File: src/rtl/fetch_unit.sv
// fetch_unit: rv32i instruction fetch with one outstanding imem request
// and a DEPTH-entry prefetch buffer toward ID.
module fetch_unit #(
   parameter int              XLEN     = 32,
   parameter logic [XLEN-1:0] RESET_PC = '0,
   parameter int              DEPTH    = 4
) (
   input  logic                   clk,
   input  logic                   reset,
   output logic                   op_inst_req,
   output logic [XLEN-1:0]        op_inst_addr,
   input  logic                   ip_inst_valid,
   input  logic [31:0]            ip_inst_from_imem,
   input  logic                   ip_redirect,
   input  logic [XLEN-1:0]        ip_redirect_pc,
   output logic                   op_if_valid,
   output logic [XLEN-1:0]        op_if_pc,
   output logic [31:0]            op_if_inst,
   input  logic                   ip_id_ready,
   output logic [$clog2(DEPTH):0] op_buf_count
);
   localparam int PW = $clog2(DEPTH);
   localparam int CW = PW + 1;
   localparam int UW = CW + 1;

   logic [XLEN-1:0] pc;
   logic [XLEN-1:0] req_pc;
   logic            outstanding;
   logic            discard;
   logic [PW-1:0]   rd_ptr;
   logic [PW-1:0]   wr_ptr;
   logic [CW-1:0]   count;
   logic [XLEN-1:0] pc_mem [DEPTH];
   logic [31:0]     inst_mem [DEPTH];
   logic            empty;
   logic            resp_acc;
   logic            push;
   logic            pop;
   logic [UW-1:0]   credit;

   assign empty    = (count == '0);
   assign resp_acc = outstanding && ip_inst_valid;
   assign push     = resp_acc && !discard && !ip_redirect;

   assign op_if_valid = !empty && !ip_redirect;
   assign pop         = op_if_valid && ip_id_ready;

   // An in-flight request already owns a slot; a pop frees one this cycle.
   assign credit = UW'(count) + UW'(outstanding) - UW'(pop);

   assign op_inst_req = reset && !ip_redirect
                     && (!outstanding || ip_inst_valid)
                     && (credit < UW'(DEPTH));

   assign op_inst_addr = pc;
   assign op_buf_count = count;
   assign op_if_pc     = empty ? '0 : pc_mem[rd_ptr];
   assign op_if_inst   = empty ? '0 : inst_mem[rd_ptr];

   always_ff @(posedge clk or negedge reset) begin
      if (!reset) begin
         pc          <= RESET_PC;
         req_pc      <= RESET_PC;
         outstanding <= 1'b0;
         discard     <= 1'b0;
         rd_ptr      <= '0;
         wr_ptr      <= '0;
         count       <= '0;
      end else if (ip_redirect) begin
         pc          <= ip_redirect_pc & ~XLEN'(3);
         outstanding <= outstanding && !ip_inst_valid;
         discard     <= outstanding && !ip_inst_valid;
         rd_ptr      <= '0;
         wr_ptr      <= '0;
         count       <= '0;
      end else begin
         if (op_inst_req) begin
            pc     <= pc + XLEN'(4);
            req_pc <= pc;
         end
         if (op_inst_req) begin
            outstanding <= 1'b1;
         end else if (resp_acc) begin
            outstanding <= 1'b0;
         end
         if (resp_acc) begin
            discard <= 1'b0;
         end
         if (push) begin
            wr_ptr <= wr_ptr + PW'(1);
         end
         if (pop) begin
            rd_ptr <= rd_ptr + PW'(1);
         end
         count <= count + CW'(push) - CW'(pop);
      end
   end

   always_ff @(posedge clk) begin
      if (push) begin
         pc_mem[wr_ptr]   <= req_pc;
         inst_mem[wr_ptr] <= ip_inst_from_imem;
      end
   end
endmodule

File: config.mk
export PLATFORM = sky130hd
export DESIGN_NAME = fetch_unit
export DESIGN_NICKNAME = d
export VERILOG_FILES = /design/src/rtl/fetch_unit.sv
export SDC_FILE = /design/constraint.sdc
export NUM_CORES = 1
export LEC_CHECK = 0
export ABC_CLOCK_PERIOD_IN_PS = 5300
export BUFFER_PORTS_ARGS = -buffer_cell sky130_fd_sc_hd__buf_2
export CAP_MARGIN = 20
export CORE_UTILIZATION = 45
export CTS_BUF_LIST = sky130_fd_sc_hd__clkbuf_8
export DETAILED_ROUTE_END_ITERATION = 8
export PLACE_DENSITY = 0.76
export SLEW_MARGIN = 25
export SYNTH_ARGS = -nofsm -noshare
export SYNTH_HDL_FRONTEND = slang
export SYNTH_SLANG_ARGS = --single-unit
File: constraint.sdc
create_clock -name clk -period 5.3 [get_ports clk]
set_input_delay 0.265 -clock clk [delete_from_list [all_inputs] [get_ports clk]]
set_output_delay 0.265 -clock clk [all_outputs]
set_load 0.005 [all_outputs]
# --- Word level (Yosys, flattened, before mapping) ---
# Memories as Yosys holds them, arrays and structs flattened.
# Cells that the tools add are included.
word_totals:
  register_bits: 73
  latch_bits: 0
  ramBits: 256
  romBits: 0
  wordCells: 55
  memories: 2
op_classes:
  add_sub_neg: 7
  mul: 0
  n_div: 0
  order_cmp: 1
  eq_ne: 0
  shift: 0
  muxes: 15
  bitwise_logic: 1
  n_reduce_logical: 22
mem_list:
  columns: ["name", "depth", "word_bits", "rd", "rd_ports_with_merged_regs", "wr", "line_no", "source"]
  rows:
  - ["inst_mem", 4, 32, 1, 0, 1, "34", "logic [31:0] inst_mem [DEPTH];"]
  - ["pc_mem", 4, 32, 1, 0, 1, "33", "logic [XLEN-1:0] pc_mem [DEPTH];"]
ops:
  columns: ["cell", "n"]
  rows:
  - ["32-bit 2-to-1 mux", 4]
  - ["32-bit by 3-bit adder with 32-bit output (second input constant)", 1]
  - ["1-bit logical AND", 9]
  - ["2-bit 2-to-1 mux", 4]
  - ["2-bit nonzero test", 4]
  - ["1-bit 2-to-1 mux", 6]
  - ["1-bit logical NOT", 5]
  - ["2-bit by 1-bit adder with 2-bit output (second input constant)", 2]
  - ["3-bit by 1-bit adder with 4-bit output", 1]
  - ["4-bit by 3-bit less-than comparator with 1-bit output (second input constant)", 1]
  - ["4-bit by 1-bit subtractor with 4-bit output", 1]
  - ["3-bit by 1-bit adder with 3-bit output", 1]
  - ["3-bit logical NOT", 1]
  - ["3-bit 2-to-1 mux", 1]
  - ["3-bit nonzero test", 1]
  - ["3-bit by 1-bit subtractor with 3-bit output", 1]
  - ["2-bit AND reduction", 1]
  - ["1-bit logical OR", 1]
  - ["1-bit NOT", 1]

# --- Logic depth before layout (Yosys ltp) ---
# Gate-level depths: netlist (run 1).
logic_depth:
  word_depth: 9
  mapped_depth: 12
  depth_no_buf: 10

# --- Worst setup path before layout (run 1) ---
# OpenSTA, ideal clock, no wires.
synth_path:
  path_kind: "reg2reg"
  startpoint: "register outstanding"
  endpoint: "memory inst_mem[0][0] (enable)"
  setup_ps: 427
  arrival_ps: 2313
  required_ps: 4873
  setup_slack_ps: 2560
  path_stages_with_launch: 4
  n_path_buf: 0
  period_less_slack_ps: 2740
  cell_sequence: "dfrtp_1 -> nand3b_1 -> nor2_1 -> and2_1"
synth_via:
  elab_chain_len: 5
synth_lines:
  columns: ["element", "line_no", "source"]
  rows:
  - ["start, declared", "28", "logic outstanding;"]
  - ["start signal, assigned", "71", "outstanding <= outstanding && !ip_inst_valid;"]
  - ["1-bit logical AND", "42", "assign resp_acc = outstanding && ip_inst_valid;"]
  - ["1-bit logical AND (2 in a row)", "43", "assign push = resp_acc && !discard && !ip_redirect;"]
  - ["1-bit 2-to-1 mux", "100", "if (push) begin"]
  - ["1-bit 2-to-1 mux (not written as such)", "102", "inst_mem[wr_ptr] <= ip_inst_from_imem;"]
  - ["end, declared", "34", null]
# No other way between the ends.

# --- Worst setup path in the final report (run 1) ---
layout_path:
  startpoint: "register count[1] (netlist: op_buf_count[1])"
  endpoint: "output op_inst_req"
layout_via:
  elab_chain_len: 7
layout_lines:
  columns: ["element", "line_no", "source"]
  rows:
  - ["start, declared", "32", "logic [CW-1:0] count;"]
  - ["start signal, assigned", "95", "count <= count + CW'(push) - CW'(pop);"]
  - ["parallel branches: the longest is 4 deep, another holds 3-bit by 1-bit adder with 4-bit output", null, null]
  - ["4-bit by 1-bit subtractor with 4-bit output *", "49", "assign credit = UW'(count) + UW'(outstanding) - UW'(pop);"]
  - ["4-bit by 3-bit less-than comparator with 1-bit output *", "53", "&& (credit < UW'(DEPTH));"]
  - ["1-bit logical AND *", "53", null]
  - ["end, declared", "10", "output logic op_inst_req,"]
# Every way passes the cells marked *.

==> results of run 1 <==
[placed cells by master, fill, tap and decap left out, types with 5 or more instances in the layout]
cell type / n
and2_1: 67
and3_1: 11
nand4_1: 7
clkinv_2: 7
or3_1: 7
nand2_1: 44
nor2_1: 12
o21ai_0: 6
buf_4: 6
clkinv_1: 7
ha_1: 8
nand3_1: 17
mux2_2: 30
buf_2: 162
mux4_2: 62
dlygate4sd3_1: 62
inv_1: 29
o311ai_0: 29
clkbuf_8: 52
dfrtp_1: 67
o2111ai_1: 5
edfxtp_1: 248
xor2_1: 9
[registers in the layout, indices dropped and copies added (netlist names), 2 cells and up]
register and flops:
inst_mem 128, op_buf_count 3, op_inst_addr 30, pc_mem 120, rd_ptr 2, req_pc 30, wr_ptr 2
[worst max path at each step]
stage                               start              to  depth (start not counted)
after CTS                 op_buf_count[1]     op_inst_req                         12
after floorplan               outstanding  inst_mem[0][0]                          3
after global routing      op_buf_count[1]     op_inst_req                         12
after global placement    op_buf_count[2]      req_pc[29]                         11
final                     op_buf_count[1]     op_inst_req                         12
after detailed placement  op_buf_count[1]       req_pc[4]                         11
[metrics by stage]
stage / cells / power, mW / hold slack (ns) / util (%)
after global placement: 1234 / 4.92 / 0.458 / 50.2
final: 1386 / 6.74 / 0.0551 / 55.6
after global routing: 1386 / 7.11 / 0.0626 / 55.6
after detailed placement: 1234 / 4.97 / 0.456 / 50.2
after CTS: 1385 / 6.81 / 0.0154 / 55.5
after floorplan: 729 / 4.33 / -0.0306 / -
[routing by layer]
metal,vias up,GRT usage (%),part of all wire [%]
met5,-,0,0
met4,0,6.09,2.2
met1,3750,25.6,43
met2,275,31.4,48
li1,3363,-,-
met3,49,4.19,7.0
[cell type report]
| cell class | count | share of cell area, % |
|---|---|---|
| sequential | 317 | 58.9 |
| clock buffer | 52 | 4.59 |
| multi-input combinational | 363 | 22.6 |
| inverter | 8 | 0.193 |
| timing repair buffer | 231 | 9.65 |
| clock inverter | 37 | 0.972 |
| tap | 378 | 3.04 |
[cells by family after synthesis]
logic type,after synthesis,synth area share (%)
mux,97,13.9
fa+ha+maj,9,0.932
other cells,1,0.0291
flops,317,71.2
simple gates,187,7.93
xor+xnor,13,0.942
compound gates,53,3.39
buf+inv,49,1.68
[power by group through the flow]
| stage | registers, mW | clock network [mW] | logic [mW] |
|---|---|---|---|
| after global routing | 3.44 | 1.95 | 1.72 |
| final | 3.39 | 1.80 | 1.55 |
| after global placement | 3.42 | 0 | 1.50 |
| after detailed placement | 3.45 | 0 | 1.52 |
| after floorplan | 3.25 | 0 | 1.08 |
| after CTS | 3.40 | 1.84 | 1.57 |
[worst max-delay path, stage by stage (launching register included)]
cell and delay [ns]:
dfrtp_1 0.44, or3_2 0.46, buf_4 0.34, and2_1 0.28, nand3b_1 0.09, ha_1 0.17, nor2_1 0.07, nand3_1 0.08
o21ai_1 0.26, o21ai_4 0.66, buf_4 0.44, inv_2 0.06, buf_2 0.14
==> flow_summary.json, run 1 <==
{
  "outcome": "completed",
  "drv_cap": 0,
  "crit_path_end_kind": "output port",
  "ff_latch_area_um2": 9180,
  "clock_sinks": 317,
  "p_leak_nw": 5.79,
  "clock.fmax_ghz": 0.230,
  "place_ws_ns": 1.22,
  "crit_fanout": 65,
  "multi_input_area_um2": 3520,
  "die_area_um2": 29300,
  "yosys_warnings": 0,
  "yosysTopAreaCellShare_pct": 57.8,
  "setup_tns_ns": 0,
  "drt.antenna.violating_nets": 0,
  "ioPinCount": 170,
  "switchingPower_mw": 1.95,
  "io_buffers": 163,
  "synth_area_um2": 12900,
  "swShare_pct": 28.9,
  "yosys.cell_types.count": 49,
  "fin_ws_ns": 0.955,
  "combPwrFrac_pct": 23.0,
  "synth_area_leaders": "edfxtp_1 (58%), dfrtp_1 (13%), mux4_2 (11%), and2_1 (3.4%), mux2_2 (2.6%)",
  "postCtsSetupRepairBufs": 0,
  "rr_worst_depth": 11,
  "final_nets": 1049,
  "yosys.area.top_type": "edfxtp_1",
  "placed_cell_area_um2": 14100,
  "fin_crit_ns": 4.35,
  "htreeDepth": 2,
  "stdcell_area_um2": 15600,
  "clockRootBuffer": "clkbuf_8",
  "cts_tree": "yes",
  "insertion_delay_ns": 0.56,
  "drc": 0,
  "std_cell_rows": 61,
  "slew_headroom_pct": 32.4,
  "finalClockSkew_ns": 0.0193,
  "fp.dieH_um": 171,
  "drive_above_1_share_pct": 33.0,
  "postCtsHoldBufs": 62,
  "via_per_inst": 5.37,
  "hold-path-cell-count": 3,
  "hold_violations": 0,
  "min_to": "op_inst_addr[6]",
  "synthArstFlopShare_pct": 21.8,
  "required_ns": 5.04,
  "synth_area_per_cell_um2": 17.8,
  "setup_viol": 0,
  "ff2ff_setup_slack_ns": 1.46,
  "start_util_pct": 46.0,
  "cts-resized-gates": 0,
  "clock_power_share_pct": 26.7,
  "grt_first_pass_wirelength_mm": 42.5,
  "worst_setup_path_start_kind": "flip-flop",
  "synth_most_common_cell": "edfxtp_1",
  "worst_slew_pin_slew_ns": 1.01,
  "first_iter_violations": 492,
  "regToRegStartpoint": "op_buf_count[1]",
  "p_seq_share_pct": 50.3,
  "hp-class": "input pin to flip-flop",
  "critPathArrivalTime_ns": 4.08,
  "die_x_um": 171,
  "yosysSeqAreaShare_pct": 71.2,
  "firstDrtPassIters": 4,
  "antenna_found_initial": 0,
  "ir_drop_uv": 257,
  "vias": 7437,
  "areaGrowthSynthToFinish_pct": 20.8,
  "cts_inserted_buffers": 50,
  "ys.flop_type": "edfxtp_1",
  "clockBufferDepth": 3,
  "wl_per_cell_um": 20.0,
  "fillCellCount": 2174,
  "grt_pass1_vias": 7631,
  "rsz0062_at_grt": "no",
  "path_class": "flip-flop to output port",
  "p_int_mw": 4.79,
  "drt_wl_total_mm": 27.7,
  "yosys_register_bits": 317,
  "synthTopCellsByCount": "edfxtp_1 (248), and2_1 (71), dfrtp_1 (69)",
  "grt_max_degree": 72,
  "min_period_over_period_pct": 82.0,
  "gp_congestion": 0.857,
  "diodes": 0,
  "powerDensity_nw_per_um2": 432,
  "core_area_um2": 28000,
  "slew_viol_final": 0,
  "r2r-end": "op_inst_addr[18]",
  "grtUsageTotal_pct": 19.2,
  "overflow": 0,
  "clk_pin_slew_ns": 0.06,
  "min_from": "ip_redirect_pc[6]",
  "post-dp-hpwl_mm": 15.5,
  "syn_inst": 726,
  "synth_edf_count": 248
}
(Power assumes the default switching activity.)
==> run 2, diff against run 1 <==
- ABC_CLOCK_PERIOD_IN_PS: 5300 -> 4520
- clock period: 5.3 -> 4.52 ns (I/O delays scaled with it)
==> run 2 against run 1 <==
Compared with the run above: clock skew increased by 0.0077 ns; sequential cell count unchanged; largest cell class unchanged; sequential power increased by 17%; power increased by 21%; combinational power increased by 19%; hold slack improved by 0.033 ns; first-iteration DRC count decreased by 0.20%; worst setup slack got worse by 0.23 ns; cell area increased by 1.0%; routed wire length increased by 1.1%; non-clock buffer count increased by 4.
==> flow_summary.json, run 2 (synthesis gave the netlist of run 1 again) <==
{
  "outcome": "completed",
  "multi_input_area_um2": 3520,
  "place_inst": 1236,
  "gp_congestion": 0.854,
  "largest_reg_flops": 128,
  "core_area_um2": 28000,
  "slew_viol_final": 0,
  "clock_sinks": 317,
  "worst_hold_slack_ns": 0.0878,
  "worst_setup_path_start_kind": "flip-flop",
  "p_leak_nw": 5.83,
  "firstDrtPassIters": 4,
  "die_x_um": 171,
  "areaGrowthSynthToFinish_pct": 22.1,
  "drv_cap": 0,
  "drc": 0,
  "wl_per_cell_um": 20.0,
  "finalClockSkew_ns": 0.0269,
  "setup_viol": 0,
  "slowest_stage": "o21ai_4",
  "antenna_found_initial": 1,
  "drt_wl_total_mm": 28.0,
  "cts_tree": "yes",
  "cts_inserted_buffers": 53,
  "path_cells": "or3_2 > and2_1 > nand3b_1 > ha_1 > nor2_1 > nand3_1 > o21ai_1 > o21ai_4 > buf_4 > inv_2 > buf_2",
  "crit_fanout": 28,
  "ioPinCount": 170,
  "cts-resized-gates": 0,
  "hold-path-cell-count": 4,
  "via_per_inst": 5.37,
  "drt.antenna.violating_nets": 0,
  "clk_pin_slew_ns": 0.06,
  "path_class": "flip-flop to output port",
  "postCtsSetupRepairBufs": 0,
  "clockBufferDepth": 3,
  "post-dp-hpwl_mm": 15.7,
  "powerDensity_nw_per_um2": 518,
  "hp-class": "input pin to flip-flop",
  "critical_path_depth": 11,
  "fin_ws_ns": 0.721,
  "insertion_delay_ns": 0.57,
  "vias": 7506,
  "ir_drop_uv": 354,
  "reg_top3": "inst_mem (128), pc_mem (120)",
  "grt_pass1_vias": 7828,
  "slew_headroom_pct": 31.1,
  "final_cells": 1397,
  "postCtsHoldBufs": 65,
  "rsz0062_at_grt": "no",
  "final_nets": 1056,
  "required_ns": 4.29,
  "clock.fmax_ghz": 0.263,
  "total_power_mw": 8.15,
  "grt_max_degree": 69,
  "post-route-util_pct": 56.2,
  "hold_violations": 0,
  "std_cell_rows": 61,
  "rr_worst_depth": 10,
  "crit_buf_inv": 3,
  "first_iter_violations": 491,
  "die_area_um2": 29300,
  "place_ws_ns": 1.28,
  "regMostFlops": "inst_mem",
  "grt_first_pass_wirelength_mm": 43.4,
  "slowest_delay_ns": 0.56,
  "worst_slew_pin_slew_ns": 1.03,
  "start_util_pct": 46.0,
  "fp.dieH_um": 171,
  "critPathTopFamily": "simple AND/OR/NAND/NOR gates",
  "setup_tns_ns": 0,
  "drive_above_1_share_pct": 33.9,
  "fillCellCount": 2213,
  "final_common_cell": "edfxtp_1",
  "fin_crit_ns": 3.80,
  "min_period_over_period_pct": 84.1,
  "htreeDepth": 2,
  "ff_latch_area_um2": 9180,
  "critPathArrivalTime_ns": 3.57,
  "overflow": 0,
  "layout_common_cells": "edfxtp_1 (248), buf_2 (162), and2_1 (67), dfrtp_1 (67), dlygate4sd3_1 (65)",
  "crit_path_end_kind": "output port",
  "placed_cell_area_um2": 14100,
  "grtUsageTotal_pct": 19.8,
  "clockRootBuffer": "clkbuf_8",
  "stdcell_area_um2": 15700,
  "io_buffers": 163
}
==> run 2: cell count changes in the layout (fill, tap and decap cells not counted), moves of 2 or more <==
cell	before	now
inv_1	29	18
clkbuf_8	52	59
clkinv_1	7	13
dlygate4sd3_1	62	65
clkinv_2	7	9
==> run 2: per-layer routing <==
| layer | track usage, % | share of wire [%] | vias up |
|---|---|---|---|
| li1 | - | - | 3383 |
| met1 | 26.2 | 43 | 3786 |
| met2 | 32.2 | 48 | 273 |
| met3 | 4.42 | 6.2 | 64 |
| met4 | 6.91 | 2.8 | 0 |
| met5 | 0 | 0 | - |
==> run 2: power breakdown <==
group,switching [mW],total [mW],internal (mW)
combinational,0.863,1.85,0.983
sequential,0.380,3.96,3.58
clock,1.09,2.34,1.25
==> run 2: final cells by class <==
class	count	share of cell area, %
flip-flops and latches	317	58.3
multi-input cells	363	22.4
repair buffers	235	9.75
clock buffers	59	5.16
well taps	378	3.01
clock inverters	36	1.14
inverters	8	0.191
diodes	1	0.0159
==> run 2: path summary, 6_finish.rpt <==
path	from	to	slack [ns]
min in group asynchronous	reset	op_inst_addr[7]	0.42
min reg2reg	req_pc[31]	pc_mem[2][31]	0.52
max	op_buf_count[1]	op_inst_req	0.72
min	ip_id_ready	rd_ptr[1]	0.09
max in group asynchronous	reset	rd_ptr[1]	3.37
max reg2reg	op_buf_count[1]	req_pc[23]	1.22
==> run 2: worst min-delay path, delay by kind of cell <==
kind | cells | cell delay [ns]
simple gates | 2 | 0.16
buf+inv | 1 | 0.15
xor+xnor | 1 | 0.06
==> run 3, diff against run 2 <==
- ABC_AREA: default -> 1
- ABC_CLOCK_PERIOD_IN_PS: 4520 -> 3400
- PLACE_DENSITY: 0.76 -> 0.78
- clock period: 4.52 -> 3.4 ns (I/O delays scaled with it)
==> run 3 against run 2 <==
Compared with the run above: critical path depth up 4; cell count up 41%; sequential share of layout area down 2.4 points; synthesized cell count up 82%; cell area up 4.2%; routed wire length up 15%; combinational power up 78%; non-clock buffer count up 15; clock skew down 0.0089 ns; global-route usage up 1.1 points; register-to-register slack worse by 0.44 ns; sequential cell count unchanged; critical path type unchanged.
==> flow_summary.json, run 3 <==
{
  "place_ws_ns": 0.784,
  "grt_pass1_vias": 9809,
  "insertion_delay_ns": 0.57,
  "powerDensity_nw_per_um2": 702,
  "syn_inst": 1318,
  "yosys_register_bits": 317,
  "gp_congestion": 0.913,
  "yosysTopAreaCellShare_pct": 54.8,
  "rr_worst_depth": 17,
  "cts_tree": "yes",
  "synth_edf_count": 248,
  "clockRootBuffer": "clkbuf_8",
  "cts_inserted_buffers": 50,
  "reg_top3": "inst_mem (128), pc_mem (120)",
  "ys.flop_type": "edfxtp_1",
  "synth_area_per_cell_um2": 10.3,
  "worst_slew_pin_slew_ns": 0.885,
  "diodes": 0,
  "drv_cap": 0,
  "hp-class": "input pin to flip-flop",
  "grtUsageTotal_pct": 20.8,
  "core_area_um2": 29700,
  "rsz0062_at_grt": "no",
  "clk_pin_slew_ns": 0.06,
  "io_buffers": 163,
  "overflow": 0,
  "wl_per_cell_um": 16.3,
  "regMostFlops": "inst_mem",
  "clock.fmax_ghz": 0.335,
  "fin_ws_ns": 0.412,
  "routed.top_layer": "met4",
  "ioPinCount": 170,
  "ff_latch_area_um2": 9180,
  "path_class": "flip-flop to output port",
  "required_ns": 3.23,
  "clock_sinks": 317,
  "std_cell_rows": 63,
  "worst_hold_slack_ns": 0.356,
  "slew_viol_final": 0,
  "fin_crit_ns": 2.99,
  "synthTopCellsByCount": "nor2_1 (290), edfxtp_1 (248), nand2_1 (230)",
  "htreeDepth": 2,
  "hold-path-cell-count": 2,
  "via_per_inst": 5.11,
  "grt_first_pass_wirelength_mm": 50.3,
  "min_period_over_period_pct": 87.9,
  "firstDrtPassIters": 7,
  "final_nets": 1627,
  "wl_met3_mm": 2.31,
  "yosys.cell_types.count": 29,
  "synth_area_um2": 13600,
  "critPathArrivalTime_ns": 2.82,
  "crit_fanout": 36,
  "place_inst": 1821,
  "yosys_warnings": 0,
  "drt_wl_total_mm": 32.2,
  "die_area_um2": 30900,
  "setup_viol": 0,
  "yosysSeqAreaShare_pct": 67.5,
  "synth_area_leaders": "edfxtp_1 (55%), dfrtp_1 (13%), nor2_1 (8.0%), nand2_1 (6.3%), o21ai_0 (6.3%)",
  "antenna_found_initial": 0,
  "die_x_um": 176,
  "postCtsSetupRepairBufs": 0,
  "drc": 0,
  "post-route-util_pct": 55.2,
  "finalClockSkew_ns": 0.0181,
  "crit_path_end_kind": "output port",
  "post-dp-hpwl_mm": 19.2,
  "grt_max_degree": 79,
  "layout_common_cells": "nor2_1 (286), edfxtp_1 (248), nand2_1 (230)",
  "p_leak_nw": 6.77,
  "outcome": "completed",
  "fp.dieH_um": 176,
  "synth_most_common_cell": "nor2_1",
  "final_cells": 1974,
  "fillCellCount": 2461,
  "areaGrowthSynthToFinish_pct": 20.5,
  "synthArstFlopShare_pct": 21.8,
  "multi_input_area_um2": 3900,
  "yosys.area.top_type": "edfxtp_1",
  "ir_drop_uv": 339,
  "final_common_cell": "nor2_1",
  "largest_reg_flops": 128,
  "drt.antenna.violating_nets": 0,
  "first_iter_violations": 705,
  "drive_above_1_share_pct": 16.9,
  "slew_headroom_pct": 41.0,
  "vias": 10097,
  "wl_met2_mm": 15.6,
  "start_util_pct": 45.8,
  "worst_setup_path_start_kind": "flip-flop",
  "hold_violations": 0,
  "wl_met1_mm": 13.5,
  "clockBufferDepth": 3
}
==> run 3: cell count changes after synthesis, moves of 51 or more <==
| cell | before | now |
|---|---|---|
| a21oi_1 | 1 | 65 |
| and2_1 | 71 | 0 |
| inv_1 | 6 | 57 |
| mux4_2 | 62 | 0 |
| nand2_1 | 44 | 230 |
| nor2_1 | 12 | 290 |
| o21ai_0 | 6 | 171 |
==> run 3: where the power goes <==
part | internal [mW] | switching, mW | total, mW
clock network | 1.56 | 1.42 | 2.98
logic | 1.17 | 2.12 | 3.29
registers | 4.73 | 0.509 | 5.24
total | 7.45 | 4.05 | 11.5
==> run 3: stage by stage <==
stage	total power [mW]	area [µm²]	TNS, ns
final	11.5	16400	0
after global routing	12.2	16400	0
after CTS	11.6	16400	0
after detailed placement	8.53	14800	0
after global placement	8.42	14800	0
after floorplan	7.11	13600	-142.61
==> run 3: cells by family after synthesis <==
logic type | count (synthesis) | share of synthesized area [%]
other | 1 | 0.0276
and+or+nand+nor | 601 | 17.6
DFF | 317 | 67.5
xor gates and xnor gates | 18 | 1.16
adders and majority gates | 9 | 0.883
buffers and inverters | 135 | 4.15
AOI/OAI and AO/OA | 237 | 8.74
==> run 3: path summary, 6_finish.rpt <==
kind | startpoint | end | slack [ns]
max | op_buf_count[1] | op_inst_req | 0.41
min | ip_inst_from_imem[31] | inst_mem[0][31] | 0.36
max reg2reg | op_buf_count[1] | op_inst_addr[31] | 0.78
min reg2reg | req_pc[9] | pc_mem[1][9] | 0.52
max in group asynchronous | reset | rd_ptr[0] | 2.27
min in group asynchronous | reset | op_inst_addr[20] | 0.45
==> run 3: worst max-delay path: stages, from the launching register on <==
cell     delay (ns)
dfrtp_1        0.41
inv_1          0.09
nand2_2        0.12
nand3_4        0.10
inv_1          0.10
nand2_1        0.06
ha_1           0.29
nand2_1        0.05
inv_1          0.06
nand3_2        0.09
nand3_1        0.08
nand2_1        0.06
nor2_2         0.13
nand2_4        0.26
inv_2          0.21
buf_2          0.14
==> run 3: area by class of cell <==
type	instances	area share [%]
Sequential cell	317	56.0
Multi-Input combinational cell	869	23.8
Timing Repair Buffer	250	10.2
Clock buffer	55	4.62
Tap cell	390	2.98
Inverter	61	1.41
Clock inverter	32	1.00
==> run 3: routing by layer <==
layer / global-route usage [%] / up-vias
met1: 26.4 / 4750
met2: 35.4 / 379
li1: - / 4910
met4: 7.54 / 0
met3: 4.13 / 58
met5: 0 / -
==> run 3: timing repair <==
action                                  4_1_cts  5_1_grt
gates resized for setup                       0        0
endpoints found under the setup margin        0        0
endpoints found under the hold margin       230        0
hold buffers                                 66        0
